`config.mk`:
```
export PLATFORM = sky130hd
export DESIGN_NAME = ising_run_ctrl_flat
export DESIGN_NICKNAME = d
export VERILOG_FILES = /design/src/rtl/ising_run_ctrl_pkg.sv /design/src/rtl/ising_run_ctrl_if.sv /design/src/rtl/ising_run_ctrl.sv /design/src/flat_wrapper.sv
export SDC_FILE = /design/constraint.sdc
export NUM_CORES = 1
export LEC_CHECK = 0
export CORE_ASPECT_RATIO = 1.25
export CORE_MARGIN = 10
export CORE_UTILIZATION = 53
export DETAILED_ROUTE_END_ITERATION = 6
export PLACE_DENSITY = 0.92
export SYNTH_ARGS = -nofsm -noshare
export SYNTH_HDL_FRONTEND = slang
export SYNTH_SLANG_ARGS = --single-unit
```
`constraint.sdc`:
```
create_clock -name clk -period 4.69 [get_ports clk]
set_clock_uncertainty 0.1 [all_clocks]
set_input_delay 0.469 -clock clk [delete_from_list [all_inputs] [get_ports clk]]
set_output_delay 0.469 -clock clk [all_outputs]
set_load 0.01 [all_outputs]
```
`src/rtl/ising_run_ctrl_pkg.sv`:
```
// rtl/ising_run_ctrl_pkg.sv - shared state encoding, timing defaults and command record for the run controller
package ising_run_ctrl_pkg;

  // Width of every data/address/setting bus around the controller
  localparam int DATA_W = 32;

  // Default geometry and sequencing timing
  localparam int DEF_N            = 3;
  localparam int DEF_RESET_CYCLES = 4;
  localparam int DEF_ARM_CYCLES   = 2;

  // Controller states, binary encoded
  typedef enum logic [2:0] {
    ST_IDLE    = 3'd0,
    ST_RESET   = 3'd1,
    ST_ARM     = 3'd2,
    ST_RUN     = 3'd3,
    ST_RD_ADDR = 3'd4,
    ST_RD_WAIT = 3'd5,
    ST_RD_OUT  = 3'd6,
    ST_FIN     = 3'd7
  } state_t;

  // Command fields captured on a command transfer
  typedef struct packed {
    logic [DATA_W-1:0] run_len;
    logic [DATA_W-1:0] counter_max;
    logic [DATA_W-1:0] counter_cutoff;
  } run_cmd_t;

  // Down-counter preload for the RUN phase; a zero length still runs one cycle
  function automatic logic [DATA_W-1:0] run_load(input logic [DATA_W-1:0] len);
    return (len == '0) ? '0 : len - 1'b1;
  endfunction

endpackage

```
`src/rtl/ising_run_ctrl_if.sv`:
```
// rtl/ising_run_ctrl_if.sv - command and result handshake bundle between host and run controller
interface ising_run_ctrl_if;
  import ising_run_ctrl_pkg::*;

  logic              cmd_valid;
  logic              cmd_ready;
  logic [DATA_W-1:0] cmd_run_len;
  logic [DATA_W-1:0] cmd_counter_max;
  logic [DATA_W-1:0] cmd_counter_cutoff;

  logic              res_valid;
  logic              res_ready;
  logic [DATA_W-1:0] res_data;
  logic              res_last;

  // Controller side: accepts commands, produces results
  modport master (
    input  cmd_valid, cmd_run_len, cmd_counter_max, cmd_counter_cutoff, res_ready,
    output cmd_ready, res_valid, res_data, res_last
  );

  // Host side: issues commands, consumes results
  modport slave (
    output cmd_valid, cmd_run_len, cmd_counter_max, cmd_counter_cutoff, res_ready,
    input  cmd_ready, res_valid, res_data, res_last
  );

endinterface

```
`src/rtl/ising_run_ctrl.sv`:
```
// rtl/ising_run_ctrl.sv - run sequencer for the Ising oscillator core and phase sampler
module ising_run_ctrl
  import ising_run_ctrl_pkg::*;
#(
  parameter int N            = DEF_N,
  parameter int RESET_CYCLES = DEF_RESET_CYCLES,
  parameter int ARM_CYCLES   = DEF_ARM_CYCLES
) (
  input  logic              clk,
  input  logic              rstn,
  ising_run_ctrl_if.master  bus,
  input  logic              abort,
  output logic              ising_rstn,
  output logic              start,
  output logic [DATA_W-1:0] counter_max,
  output logic [DATA_W-1:0] counter_cutoff,
  output logic [DATA_W-1:0] rd_addr,
  input  logic [DATA_W-1:0] phase,
  output logic              busy,
  output logic              done
);

  localparam logic [DATA_W-1:0] RESET_LOAD = DATA_W'(RESET_CYCLES - 1);
  localparam logic [DATA_W-1:0] ARM_LOAD   = DATA_W'(ARM_CYCLES - 1);
  localparam logic [DATA_W-1:0] LAST_IDX   = DATA_W'(N - 1);

  state_t            r_state;
  logic [DATA_W-1:0] r_cnt;
  run_cmd_t          r_cmd;
  logic              r_ising_rstn;
  logic              r_start;
  logic [DATA_W-1:0] r_rd_addr;
  logic              r_res_valid;
  logic [DATA_W-1:0] r_res_data;
  logic              r_res_last;
  logic              r_done;

  logic              w_cmd_ready;
  logic              w_xfer;
  logic              w_cnt_zero;
  logic              w_last_idx;

  // An abort in the same cycle blocks acceptance, so abort always wins over a command
  assign w_cmd_ready = (r_state == ST_IDLE) && !abort;
  assign w_xfer      = bus.cmd_valid && w_cmd_ready;
  assign w_cnt_zero  = (r_cnt == '0);
  assign w_last_idx  = (r_rd_addr == LAST_IDX);

  assign bus.cmd_ready  = w_cmd_ready;
  assign bus.res_valid  = r_res_valid;
  assign bus.res_data   = r_res_data;
  assign bus.res_last   = r_res_last;
  assign ising_rstn     = r_ising_rstn;
  assign start          = r_start;
  assign rd_addr        = r_rd_addr;
  assign counter_max    = r_cmd.counter_max;
  assign counter_cutoff = r_cmd.counter_cutoff;
  assign busy           = (r_state != ST_IDLE);
  assign done           = r_done;

  // Sequencer: one shared down-counter times RESET, ARM and RUN; the spin index doubles as rd_addr
  always_ff @(posedge clk or negedge rstn) begin
    if (!rstn) begin
      r_state      <= ST_IDLE;
      r_cnt        <= '0;
      r_cmd        <= '0;
      r_ising_rstn <= 1'b0;
      r_start      <= 1'b0;
      r_rd_addr    <= '0;
      r_res_valid  <= 1'b0;
      r_res_data   <= '0;
      r_res_last   <= 1'b0;
      r_done       <= 1'b0;
    end else begin
      r_done <= 1'b0;
      if ((r_state != ST_IDLE) && abort) begin
        // Abort drops everything in flight and leaves the core held in reset
        r_state      <= ST_IDLE;
        r_cnt        <= '0;
        r_ising_rstn <= 1'b0;
        r_start      <= 1'b0;
        r_res_valid  <= 1'b0;
      end else begin
        case (r_state)
          ST_IDLE: begin
            if (w_xfer) begin
              r_cmd.run_len        <= bus.cmd_run_len;
              r_cmd.counter_max    <= bus.cmd_counter_max;
              r_cmd.counter_cutoff <= bus.cmd_counter_cutoff;
              r_cnt                <= RESET_LOAD;
              r_ising_rstn         <= 1'b0;
              r_start              <= 1'b0;
              r_state              <= ST_RESET;
            end
          end
          ST_RESET: begin
            if (w_cnt_zero) begin
              r_cnt        <= ARM_LOAD;
              r_ising_rstn <= 1'b1;
              r_state      <= ST_ARM;
            end else begin
              r_cnt <= r_cnt - 1'b1;
            end
          end
          ST_ARM: begin
            if (w_cnt_zero) begin
              r_cnt   <= run_load(r_cmd.run_len);
              r_start <= 1'b1;
              r_state <= ST_RUN;
            end else begin
              r_cnt <= r_cnt - 1'b1;
            end
          end
          ST_RUN: begin
            if (w_cnt_zero) begin
              r_rd_addr <= '0;
              r_state   <= ST_RD_ADDR;
            end else begin
              r_cnt <= r_cnt - 1'b1;
            end
          end
          ST_RD_ADDR: begin
            r_state <= ST_RD_WAIT;
          end
          ST_RD_WAIT: begin
            // Sampler output for rd_addr is valid in this cycle
            r_res_data  <= phase;
            r_res_last  <= w_last_idx;
            r_res_valid <= 1'b1;
            r_state     <= ST_RD_OUT;
          end
          ST_RD_OUT: begin
            if (bus.res_ready) begin
              r_res_valid <= 1'b0;
              if (w_last_idx) begin
                r_start <= 1'b0;
                r_done  <= 1'b1;
                r_state <= ST_FIN;
              end else begin
                r_rd_addr <= r_rd_addr + 1'b1;
                r_state   <= ST_RD_ADDR;
              end
            end
          end
          ST_FIN: begin
            r_state <= ST_IDLE;
          end
          default: begin
            r_state <= ST_IDLE;
          end
        endcase
      end
    end
  end

endmodule
```
`src/flat_wrapper.sv`:
```
// flat-port wrapper written by rule: the top's interface ports become plain ports
module ising_run_ctrl_flat import ising_run_ctrl_pkg::*;
#(
  parameter int N            = DEF_N,
  parameter int RESET_CYCLES = DEF_RESET_CYCLES,
  parameter int ARM_CYCLES   = DEF_ARM_CYCLES
)
  (clk, rstn, abort, ising_rstn, start, counter_max, counter_cutoff, rd_addr, phase, busy, done, bus_cmd_valid, bus_cmd_run_len, bus_cmd_counter_max, bus_cmd_counter_cutoff, bus_res_ready, bus_cmd_ready, bus_res_valid, bus_res_data, bus_res_last);
  ising_run_ctrl_if bus_i ();
  input  logic clk;
  input  logic rstn;
  input  logic abort;
  output logic ising_rstn;
  output logic start;
  output logic [DATA_W-1:0] counter_max;
  output logic [DATA_W-1:0] counter_cutoff;
  output logic [DATA_W-1:0] rd_addr;
  input  logic [DATA_W-1:0] phase;
  output logic busy;
  output logic done;
  input wire logic [$bits(bus_i.cmd_valid)-1:0] bus_cmd_valid;
  input wire logic [$bits(bus_i.cmd_run_len)-1:0] bus_cmd_run_len;
  input wire logic [$bits(bus_i.cmd_counter_max)-1:0] bus_cmd_counter_max;
  input wire logic [$bits(bus_i.cmd_counter_cutoff)-1:0] bus_cmd_counter_cutoff;
  input wire logic [$bits(bus_i.res_ready)-1:0] bus_res_ready;
  output wire logic [$bits(bus_i.cmd_ready)-1:0] bus_cmd_ready;
  output wire logic [$bits(bus_i.res_valid)-1:0] bus_res_valid;
  output wire logic [$bits(bus_i.res_data)-1:0] bus_res_data;
  output wire logic [$bits(bus_i.res_last)-1:0] bus_res_last;
  assign bus_i.cmd_valid = bus_cmd_valid;
  assign bus_i.cmd_run_len = bus_cmd_run_len;
  assign bus_i.cmd_counter_max = bus_cmd_counter_max;
  assign bus_i.cmd_counter_cutoff = bus_cmd_counter_cutoff;
  assign bus_i.res_ready = bus_res_ready;
  assign bus_cmd_ready = bus_i.cmd_ready;
  assign bus_res_valid = bus_i.res_valid;
  assign bus_res_data = bus_i.res_data;
  assign bus_res_last = bus_i.res_last;
  ising_run_ctrl #(.N(N), .RESET_CYCLES(RESET_CYCLES), .ARM_CYCLES(ARM_CYCLES)) u_core (.clk(clk), .rstn(rstn), .bus(bus_i), .abort(abort), .ising_rstn(ising_rstn), .start(start), .counter_max(counter_max), .counter_cutoff(counter_cutoff), .rd_addr(rd_addr), .phase(phase), .busy(busy), .done(done));
endmodule
```
# Word-level counts from Yosys, hierarchy flattened
# Index checks and enable logic that the tools add are counted.
word_totals:
  ff_bits: 200
  output_inout_bits: 135
  inputBits: 133
  elab_cells: 89
op_classes:
  eq_ne: 18
  n_addsub: 3
  bitwise: 1
  reduce_logical: 21
  n_mux: 34
ops:
  columns: ["cell", "count"]
  rows:
  - ["2-to-1 mux 32 bit", 9]
  - ["one-hot mux 32 bit (4 select lines)", 1]
  - ["logical NOT 32 bit", 2]
  - ["one-hot mux 32 bit (2 select lines)", 1]
  - ["subtractor 32 x 1 -> 32 bit, second input constant", 2]
  - ["adder 32 x 1 -> 32 bit, second input constant", 1]
  - ["== test 32 x 2 -> 1 bit, second input constant", 1]
  - ["one-hot mux 3 bit (8 select lines)", 1]
  - ["2-to-1 mux 3 bit", 6]
  - ["AND reduction 5 bit", 3]
  - ["== test 3 bit, second input constant", 4]
  - ["2-to-1 mux 1 bit", 12]
  - ["!= test 3 x 1 -> 1 bit, second input constant", 4]
  - ["AND reduction 3 bit", 3]
  - ["nonzero test 3 bit", 3]
  - ["== test 3 x 2 -> 1 bit, second input constant", 2]
  - ["!= test 3 x 2 -> 1 bit, second input constant", 2]
  - ["nonzero test 5 bit", 1]
  - ["!= test 2 bit, second input constant", 2]
  - ["one-hot mux 1 bit (2 select lines)", 2]
  - ["AND reduction 2 bit", 2]
  - ["nonzero test 4 bit", 1]
  - ["== test 3 x 1 -> 1 bit, second input constant", 1]
  - ["logical AND 1 bit", 3]
  - ["8 further kinds", 8]

# Logic depth before layout (Yosys ltp)
# Gate-level depths: netlist (run 1).
logic_depth:
  ltp_word: 6
  depth_mapped: 11
  ltp_nobuf: 8

# Least setup slack after synthesis (run 1)
# Ideal clock, no wire load.
synth_timing:
  path_kind: "flip-flop to flip-flop"
  startpoint: "reg u_core.r_cnt[18]"
  endpoint: "reg u_core.r_rd_addr[20] (netlist: u_core.rd_addr[20])"
  stages_incl_launch_ff: 8
  arrival_time_ns: 2.717
  n_path_buf: 1
  slack_ns: 1.796
  setup_time_ns: 0.077
  required_time_ns: 4.513
  period_less_slack_ns: 2.894
  path_cell_list: "dfrtp_1 -> or3_4 -> or3_1 -> or4_1 -> buf_2 -> a211o_4 -> or4_1 -> a21oi_1"
synth_via:
  elab_chain_len: 3
synth_rtl:
  columns: ["item", "line", "rtl"]
  rows:
  - ["start: declaration", "ising_run_ctrl.sv:28", "logic [DATA_W-1:0] r_cnt;"]
  - ["start signal: assignment", "ising_run_ctrl.sv:102", "r_cnt <= r_cnt - 1'b1;"]
  - ["start signal: assignment", "ising_run_ctrl.sv:107", "r_cnt <= run_load(r_cmd.run_len);"]
  - ["start signal: assignment", "ising_run_ctrl.sv:111", "r_cnt <= r_cnt - 1'b1;"]
  - ["logical NOT 32 bit", "ising_run_ctrl.sv:46", "assign w_cnt_zero = (r_cnt == '0);"]
  - ["!= test 2 x 1 -> 1 bit (no source line)", null, null]
  - ["AND reduction 5 bit (no source line)", null, null]
  - ["end signal: assignment", "ising_run_ctrl.sv:140", "r_rd_addr <= r_rd_addr + 1'b1;"]
  - ["end: declaration", "ising_run_ctrl.sv:32", "logic [DATA_W-1:0] r_rd_addr;"]
# No other way between the ends.
# A chain may end at the register's enable or synchronous reset.

# Worst setup path in the final report (run 1)
layout_timing:
  startpoint: "reg u_core.r_cmd[64] (netlist name)"
  endpoint: "reg u_core.r_cnt[5]"
layout_via:
  elab_chain_len: 5
  elab_cells_between_ends: 6
  cone_classes: "add/sub (1); mux (4); reduce/logical (1)"
layout_rtl:
  columns: ["item", "line", "rtl"]
  rows:
  - ["start: declaration", "ising_run_ctrl.sv:29", "run_cmd_t r_cmd;"]
  - ["subtractor 32 x 1 -> 32 bit / logical NOT 32 bit (equally long branches)", "ising_run_ctrl_pkg.sv:33", "return (len == '0) ? '0 : len - 1'b1;"]
  - ["2-to-1 mux 32 bit (*)", "ising_run_ctrl_pkg.sv:33", null]
  - ["2-to-1 mux 32 bit (*)", "ising_run_ctrl.sv:106", "if (w_cnt_zero) begin"]
  - ["one-hot mux 32 bit (4 select lines) (*)", "ising_run_ctrl.sv:84", "case (r_state)"]
  - ["2-to-1 mux 32 bit (*)", "ising_run_ctrl.sv:76", "if ((r_state != ST_IDLE) && abort) begin"]
# Mark *: on every way between the ends. The rest lies on a longest branch, timed or not.

==> impl_metrics.py, run 1 <==
metrics = {
    "run_status": {
        "status": "finished clean",
    },
    "floorplanning": {
        "dieArea_mm2": 0.02516,
        "die_w_um": 143.9,
        "num_rows": 56,
        "start_util_pct": 53.94,
        "die_h_um": 174.8,
        "ios": 268,
        "core_area_mm2": 0.01885,
    },
    "cells_and_area": {
        "fillers": 1314,
        "syn2layout_area_growth_pct": 30.02,
        "final_nets": 1277,
        "insertedDiodeCount": 0,
        "final_cell_mix": "clkdlybuf4s50_1, dfrtp_1, mux2_2, nand2_1, nor2_1",
        "final_common_cell": "clkdlybuf4s50_1",
        "drive_gt1_share_pct": 16.15,
    },
    "routing": {
        "vias": 8284,
        "wl_per_cell_um": 20.74,
        "finalWirelength_mm": 28.71,
        "viasPerCell": 5.986,
        "drc": 0,
        "antenna_left": 0,
        "drt-initial-drc-count": 697,
        "drt_pass1_iterations": 5,
    },
    "worst_setup_path": {
        "critical-path-top-delay-family": "simple AND/OR/NAND/NOR gates",
        "crit_slowest_cell": "nor4b_1",
        "cp_num_buf_inv": 1,
        "cpPeakStageDelay_ns": 0.80,
        "cp-end-kind": "flop",
        "start_kind": "flop",
        "crit_chain": "inv_1 > ha_1 > nor3b_1 > nand4b_1 > nor4b_1 > nand4b_1 > nor2_1 > a211o_1",
        "arrival_ns": 4.01,
        "crit_type": "flop to flop",
        "path_common_cell": "nand4b_1",
        "r2r_setup_slack_ns": 0.90,
        "cp.required_ns": 4.91,
        "critPathMaxFanout": 18,
    },
    "clock_network": {
        "cts_buffers": 17,
        "cts_tree": "done",
        "clk_latency_ns": 0.44,
        "cts_hold_buf": 0,
        "cts.clk_slew.worst_paths_ns": 0.08,
        "cts-htree-levels": 4,
        "cts-root-buf": "clkbuf_16",
        "ctsResizeCount": 0,
        "cts_sinks": 200,
        "cts_buffer_depth": 2,
        "post_cts_buffers": 0,
    },
    "global_routing": {
        "grt_pass1_vias": 8507,
        "grt_max_degree": 106,
        "antenna_found_initial": 0,
        "grt_first_pass_wirelength_mm": 45.64,
        "grt_remaining_overflow": 0,
        "grtUsageTotal_pct": 22.55,
    },
    "yosys": {
        "syn-cell-area_mm2": 0.01017,
        "synthArstFlopShare_pct": 100.0,
        "synth_cell_types": 59,
        "dominantRegCellSynth": "dfrtp_1",
        "syn-instance-count": 951,
        "synth_seq_cells": 200,
        "synth.yosys.seq_area_share_pct": 49.23,
        "synth_top_cell_by_area": "dfrtp_1",
        "synth_top_area_share_pct": 49.23,
        "syn-num-nets": 1089,
        "ys_warn_count": 0,
        "avgSynthCellArea_um2": 10.69,
        "yosys-top-cells-area": "dfrtp_1, mux2_2, buf_4, nand2_1, o21ai_0",
        "synth_edf_count": 0,
    },
    "hold_path": {
        "hp-class": "input pin to async pin",
    },
    "placement": {
        "detailed_place_hpwl_mm": 21.38,
        "port_buffers": 267,
        "place_congestion": 0.9337,
    },
    "power": {
        "power.leakage_nw": 5.410,
        "peakVddDrop_v": 0.0004265,
        "p_per_area_mw_per_mm2": 587.3,
        "power_mw": 7.762,
    },
    "sta": {
        "rsz0062_at_grt": "no",
        "finalSetupViolCount": 0,
        "worst_pin_slew_ns": 0.8887,
        "fmax_mhz": 264.1,
        "timing.setup.tns_ns": 0,
        "relSlewSlack_pct": 40.44,
        "hold_violations": 0,
        "slew_viol_final": 0,
        "fin_crit_ns": 3.787,
        "period_share_pct": 80.74,
    },
    "job": {
        "maxCapViolCount": 0,
    },
}
## per-layer routing
layer	GRT usage (%)	part of all wire, %	up-vias
met4	7.289	2.4	0
met3	9.577	12	47
met5	0	0	-
met1	25.32	36	3988
li1	-	-	3800
met2	37.61	49	449
## area by class of cell
cell class	count	area [um^2]	share of cell area, %
Clock buffer	18	439.2	3.323
Tap cell	232	290.3	2.196
Clock inverter	14	185.2	1.401
Sequential cell	200	5005	37.86
Inverter	13	48.80	0.3692
Multi-Input combinational cell	629	4478	33.88
Timing Repair Buffer	278	2771	20.97
## cells in the mapped netlist, types with 5 or more instances
library cell and number:
mux2_2 129, o31ai_1 13, nor2_1 55, clkbuf_1 35
nand4_1 17, o311ai_0 5, nor4_1 27, or2_2 6
a21oi_1 40, buf_4 64, ha_1 5, and3_1 5
or3_1 21, xor2_1 13, nand3_1 21, o211ai_1 10
nand2b_1 5, nand4b_1 5, nor3_1 40, or4_1 17
nor3b_1 5, xnor2_1 21, o21ai_0 43, inv_1 13
nand2_1 58, dfrtp_1 200, buf_1 6, o221ai_1 6
## state kept, by name, indices dropped and copies added, names as in the netlist
| register | count |
|---|---|
| u_core.bus.res_last | 1 |
| u_core.start | 1 |
| u_core.counter_cutoff | 32 |
| u_core.counter_max | 32 |
| u_core.ising_rstn | 1 |
| u_core.r_state | 3 |
| u_core.done | 1 |
| u_core.rd_addr | 32 |
| u_core.bus.res_valid | 1 |
| u_core.r_cmd | 32 |
| u_core.bus.res_data | 32 |
| u_core.r_cnt | 32 |
## kinds of logic (layout without fill, tap and decap cells)
| logic type | Yosys count | after routing | synth area share, % |
|---|---|---|---|
| flip-flops | 200 | 200 | 49.23 |
| adder cells (fa/ha/maj) | 6 | 6 | 0.7139 |
| AND/OR/NAND/NOR | 303 | 303 | 15.89 |
| buffers and inverters | 122 | 323 | 6.917 |
| AO/OA/AOI/OAI | 156 | 156 | 9.932 |
| multiplexers | 130 | 130 | 14.39 |
| XOR/XNOR | 34 | 34 | 2.929 |
## stage by stage
step           worst slack, ns  util, %  std cells  hold WS [ns]  area (um^2)
6_report                0.9032    70.13       1384       0.01172        13220
5_1_grt                 0.6446    70.13       1384       0.06113        13220
4_1_cts                 0.9525    70.13       1384       0.05786        13220
3_5_place_dp            0.9994    66.81       1352        0.3933        12590
3_3_place_gp             1.117    66.81       1352        0.3867        12590
2_1_floorplan            1.796        -        951       0.07341        10170
## power breakdown
part / total [mW] / leakage, nW / switching [mW] / internal, mW
clock network: 1.55 / 0.305 / 0.722 / 0.830
logic: 3.31 / 2.54 / 1.65 / 1.66
registers: 2.90 / 2.56 / 0.564 / 2.34
total: 7.76 / 5.41 / 2.93 / 4.83
## worst paths after layout
path | endpoint | cells past startpoint | startpoint
max | u_core.r_cnt[5]$_DFFE_PN0P_ | 8 | u_core.r_cmd[64]$_DFFE_PN0P_
min | u_core.counter_max[29]$_DFFE_PN0P_ | 1 | rstn
max reg2reg | u_core.r_cnt[5]$_DFFE_PN0P_ | 8 | u_core.r_cmd[64]$_DFFE_PN0P_
min reg2reg | u_core.counter_max[17]$_DFFE_PN0P_ | 1 | u_core.counter_max[17]$_DFFE_PN0P_
max in group asynchronous | u_core.ising_rstn$_DFFE_PN0P_ | 2 | rstn
min in group clk | u_core.counter_max[17]$_DFFE_PN0P_ | 1 | u_core.counter_max[17]$_DFFE_PN0P_
Power figures use the tool's default switching activity.
==> inputs of run 2 (changes only) <==
--- a/config.mk
+++ b/config.mk
@@ -7,9 +7,9 @@
 export LEC_CHECK = 0
 export CORE_ASPECT_RATIO = 1.25
 export CORE_MARGIN = 10
-export CORE_UTILIZATION = 53
+export CORE_UTILIZATION = 49
 export DETAILED_ROUTE_END_ITERATION = 6
-export PLACE_DENSITY = 0.92
+export PLACE_DENSITY = 0.87
 export SYNTH_ARGS = -nofsm -noshare
 export SYNTH_HDL_FRONTEND = slang
 export SYNTH_SLANG_ARGS = --single-unit
==> constraint.sdc (replaced) <==
create_clock -name clk -period 3.7 [get_ports clk]
set_clock_uncertainty 0.1 [all_clocks]
set_input_delay 0.37 -clock clk [delete_from_list [all_inputs] [get_ports clk]]
set_output_delay 0.37 -clock clk [all_outputs]
set_load 0.01 [all_outputs]
==> impl_metrics.py, run 2 (synthesized netlist as in run 1, its figures left out) <==
metrics = {
    "run_status": {
        "status": "finished clean",
    },
    "routing": {
        "drc": 0,
        "vias": 8347,
        "finalWirelength_mm": 28.39,
        "antenna_left": 0,
        "drt_pass1_iterations": 5,
        "drt-initial-drc-count": 568,
        "viasPerCell": 5.793,
        "wl_per_cell_um": 19.70,
    },
    "floorplanning": {
        "die_h_um": 181.0,
        "die_w_um": 148.8,
        "ios": 268,
        "num_rows": 58,
        "core_area_mm2": 0.02025,
        "dieArea_mm2": 0.02694,
        "start_util_pct": 50.21,
    },
    "power": {
        "p_per_area_mw_per_mm2": 740.6,
        "peakVddDrop_v": 0.0004800,
        "power.leakage_nw": 5.499,
    },
    "sta": {
        "hold_violations": 0,
        "finalSetupViolCount": 0,
        "fin_crit_ns": 3.247,
        "period_share_pct": 87.75,
        "relSlewSlack_pct": 46.80,
        "timing.setup.tns_ns": 0,
        "slew_viol_final": 0,
        "rsz0062_at_grt": "no",
        "worst_pin_slew_ns": 0.7980,
        "fmax_mhz": 308.0,
    },
    "worst_setup_path": {
        "crit_type": "flop to flop",
        "arrival_ns": 3.51,
        "cp.required_ns": 3.96,
        "critical-path-top-delay-family": "simple AND/OR/NAND/NOR gates",
        "crit_slowest_cell": "or4_1",
        "start_kind": "flop",
        "cpPeakStageDelay_ns": 0.71,
        "ff2ff_path_depth": 6,
        "cp-end-kind": "flop",
        "r2r_setup_slack_ns": 0.45,
        "crit_chain": "or3_4 > or3_1 > or4_1 > a211o_1 > or4_1 > a21oi_1",
        "cp_num_buf_inv": 0,
        "path_common_cell": "or4_1",
        "path_depth": 6,
        "critPathMaxFanout": 16,
    },
    "cells_and_area": {
        "seq_area_mm2": 0.005005,
        "final_cells": 1441,
        "final_cell_mix": "clkdlybuf4s50_1, dfrtp_1, mux2_2, nand2_1, nor2_1",
        "drive_gt1_share_pct": 17.34,
        "final_common_cell": "clkdlybuf4s50_1",
        "fillers": 1527,
        "final_nets": 1296,
        "insertedDiodeCount": 0,
        "syn2layout_area_growth_pct": 31.94,
        "multi_input_area_mm2": 0.004478,
    },
    "global_routing": {
        "antenna_found_initial": 0,
        "grt_max_degree": 94,
        "grtUsageTotal_pct": 20.70,
        "grt_pass1_vias": 8420,
        "grt_first_pass_wirelength_mm": 45.54,
        "grt_remaining_overflow": 0,
    },
    "job": {
        "maxCapViolCount": 0,
    },
    "hold_path": {
        "holdPathStages": 1,
        "hp-class": "flop to flop",
    },
    "clock_network": {
        "cts-htree-levels": 4,
        "cts_buffer_depth": 2,
        "cts-root-buf": "clkbuf_16",
        "ctsResizeCount": 0,
        "cts.clk_slew.worst_paths_ns": 0.08,
        "cts_tree": "done",
        "cts_hold_buf": 1,
        "cts_buffers": 17,
        "post_cts_buffers": 0,
        "clk_latency_ns": 0.44,
        "cts_sinks": 200,
    },
    "placement": {
        "port_buffers": 267,
        "place_congestion": 0.9343,
        "detailed_place_hpwl_mm": 21.17,
        "placed_cells": 1408,
    },
}
[run 2: per-layer routing]
metal	GRT usage, %	part of all wire, %	vias to the layer above
met1	23.75	38	4025
li1	-	-	3837
met2	34.14	48	456
met3	9.575	13	29
met5	0	0	-
met4	5.230	1.3	0
[run 2: where the power goes]
group | internal [mW] | total [mW] | switching, mW
combinational | 2.23 | 4.35 | 2.12
clock | 1.03 | 1.95 | 0.913
sequential | 2.97 | 3.63 | 0.667
[run 2: layout make-up]
| cell class | count | share of cell area (%) |
|---|---|---|
| timing repair buffer | 297 | 21.84 |
| inverter | 13 | 0.3638 |
| clock inverter | 14 | 1.381 |
| clock buffer | 18 | 3.200 |
| tap | 270 | 2.519 |
| sequential | 200 | 37.31 |
| multi-input combinational | 629 | 33.39 |
[run 2: worst paths after layout]
path                                                            start                                    end
worst max-delay path                     u_core.r_cnt[18]$_DFFE_PN0P_         u_core.rd_addr[31]$_DFFE_PN0P_
worst min-delay path            u_core.counter_cutoff[29]$_DFFE_PN0P_  u_core.counter_cutoff[29]$_DFFE_PN0P_
worst max register to register           u_core.r_cnt[18]$_DFFE_PN0P_         u_core.rd_addr[31]$_DFFE_PN0P_
worst min register to register  u_core.counter_cutoff[29]$_DFFE_PN0P_  u_core.counter_cutoff[29]$_DFFE_PN0P_
max in group asynchronous                                        rstn  u_core.counter_cutoff[28]$_DFFE_PN0P_
min in group asynchronous                                        rstn     u_core.counter_max[22]$_DFFE_PN0P_
[run 2: through the flow]
stage | cell area (um^2) | power, mW | hold WS, ns | setup slack [ns] | utilization, %
final | 13410 | 9.934 | 0.4052 | 0.4533 | 66.25
after global routing | 13410 | 10.53 | 0.4159 | 0.2608 | 66.25
after CTS | 13410 | 9.965 | 0.4096 | 0.4774 | 66.25
after detailed placement | 12790 | 7.984 | 0.3918 | 0.4957 | 63.16
after global placement | 12790 | 7.802 | 0.3866 | 0.5236 | 63.16
after floorplan | 10170 | 6.397 | -0.02559 | 0.8060 | -
==> inputs of run 3 (changes only) <==
--- a/config.mk
+++ b/config.mk
@@ -10,6 +10,7 @@
 export CORE_UTILIZATION = 49
 export DETAILED_ROUTE_END_ITERATION = 6
 export PLACE_DENSITY = 0.87
+export SKIP_LAST_GASP = 1
 export SYNTH_ARGS = -nofsm -noshare
 export SYNTH_HDL_FRONTEND = slang
 export SYNTH_SLANG_ARGS = --single-unit
==> results of run 3 <==
No change in the layout: final DEF, timing and power equal those of run 2.
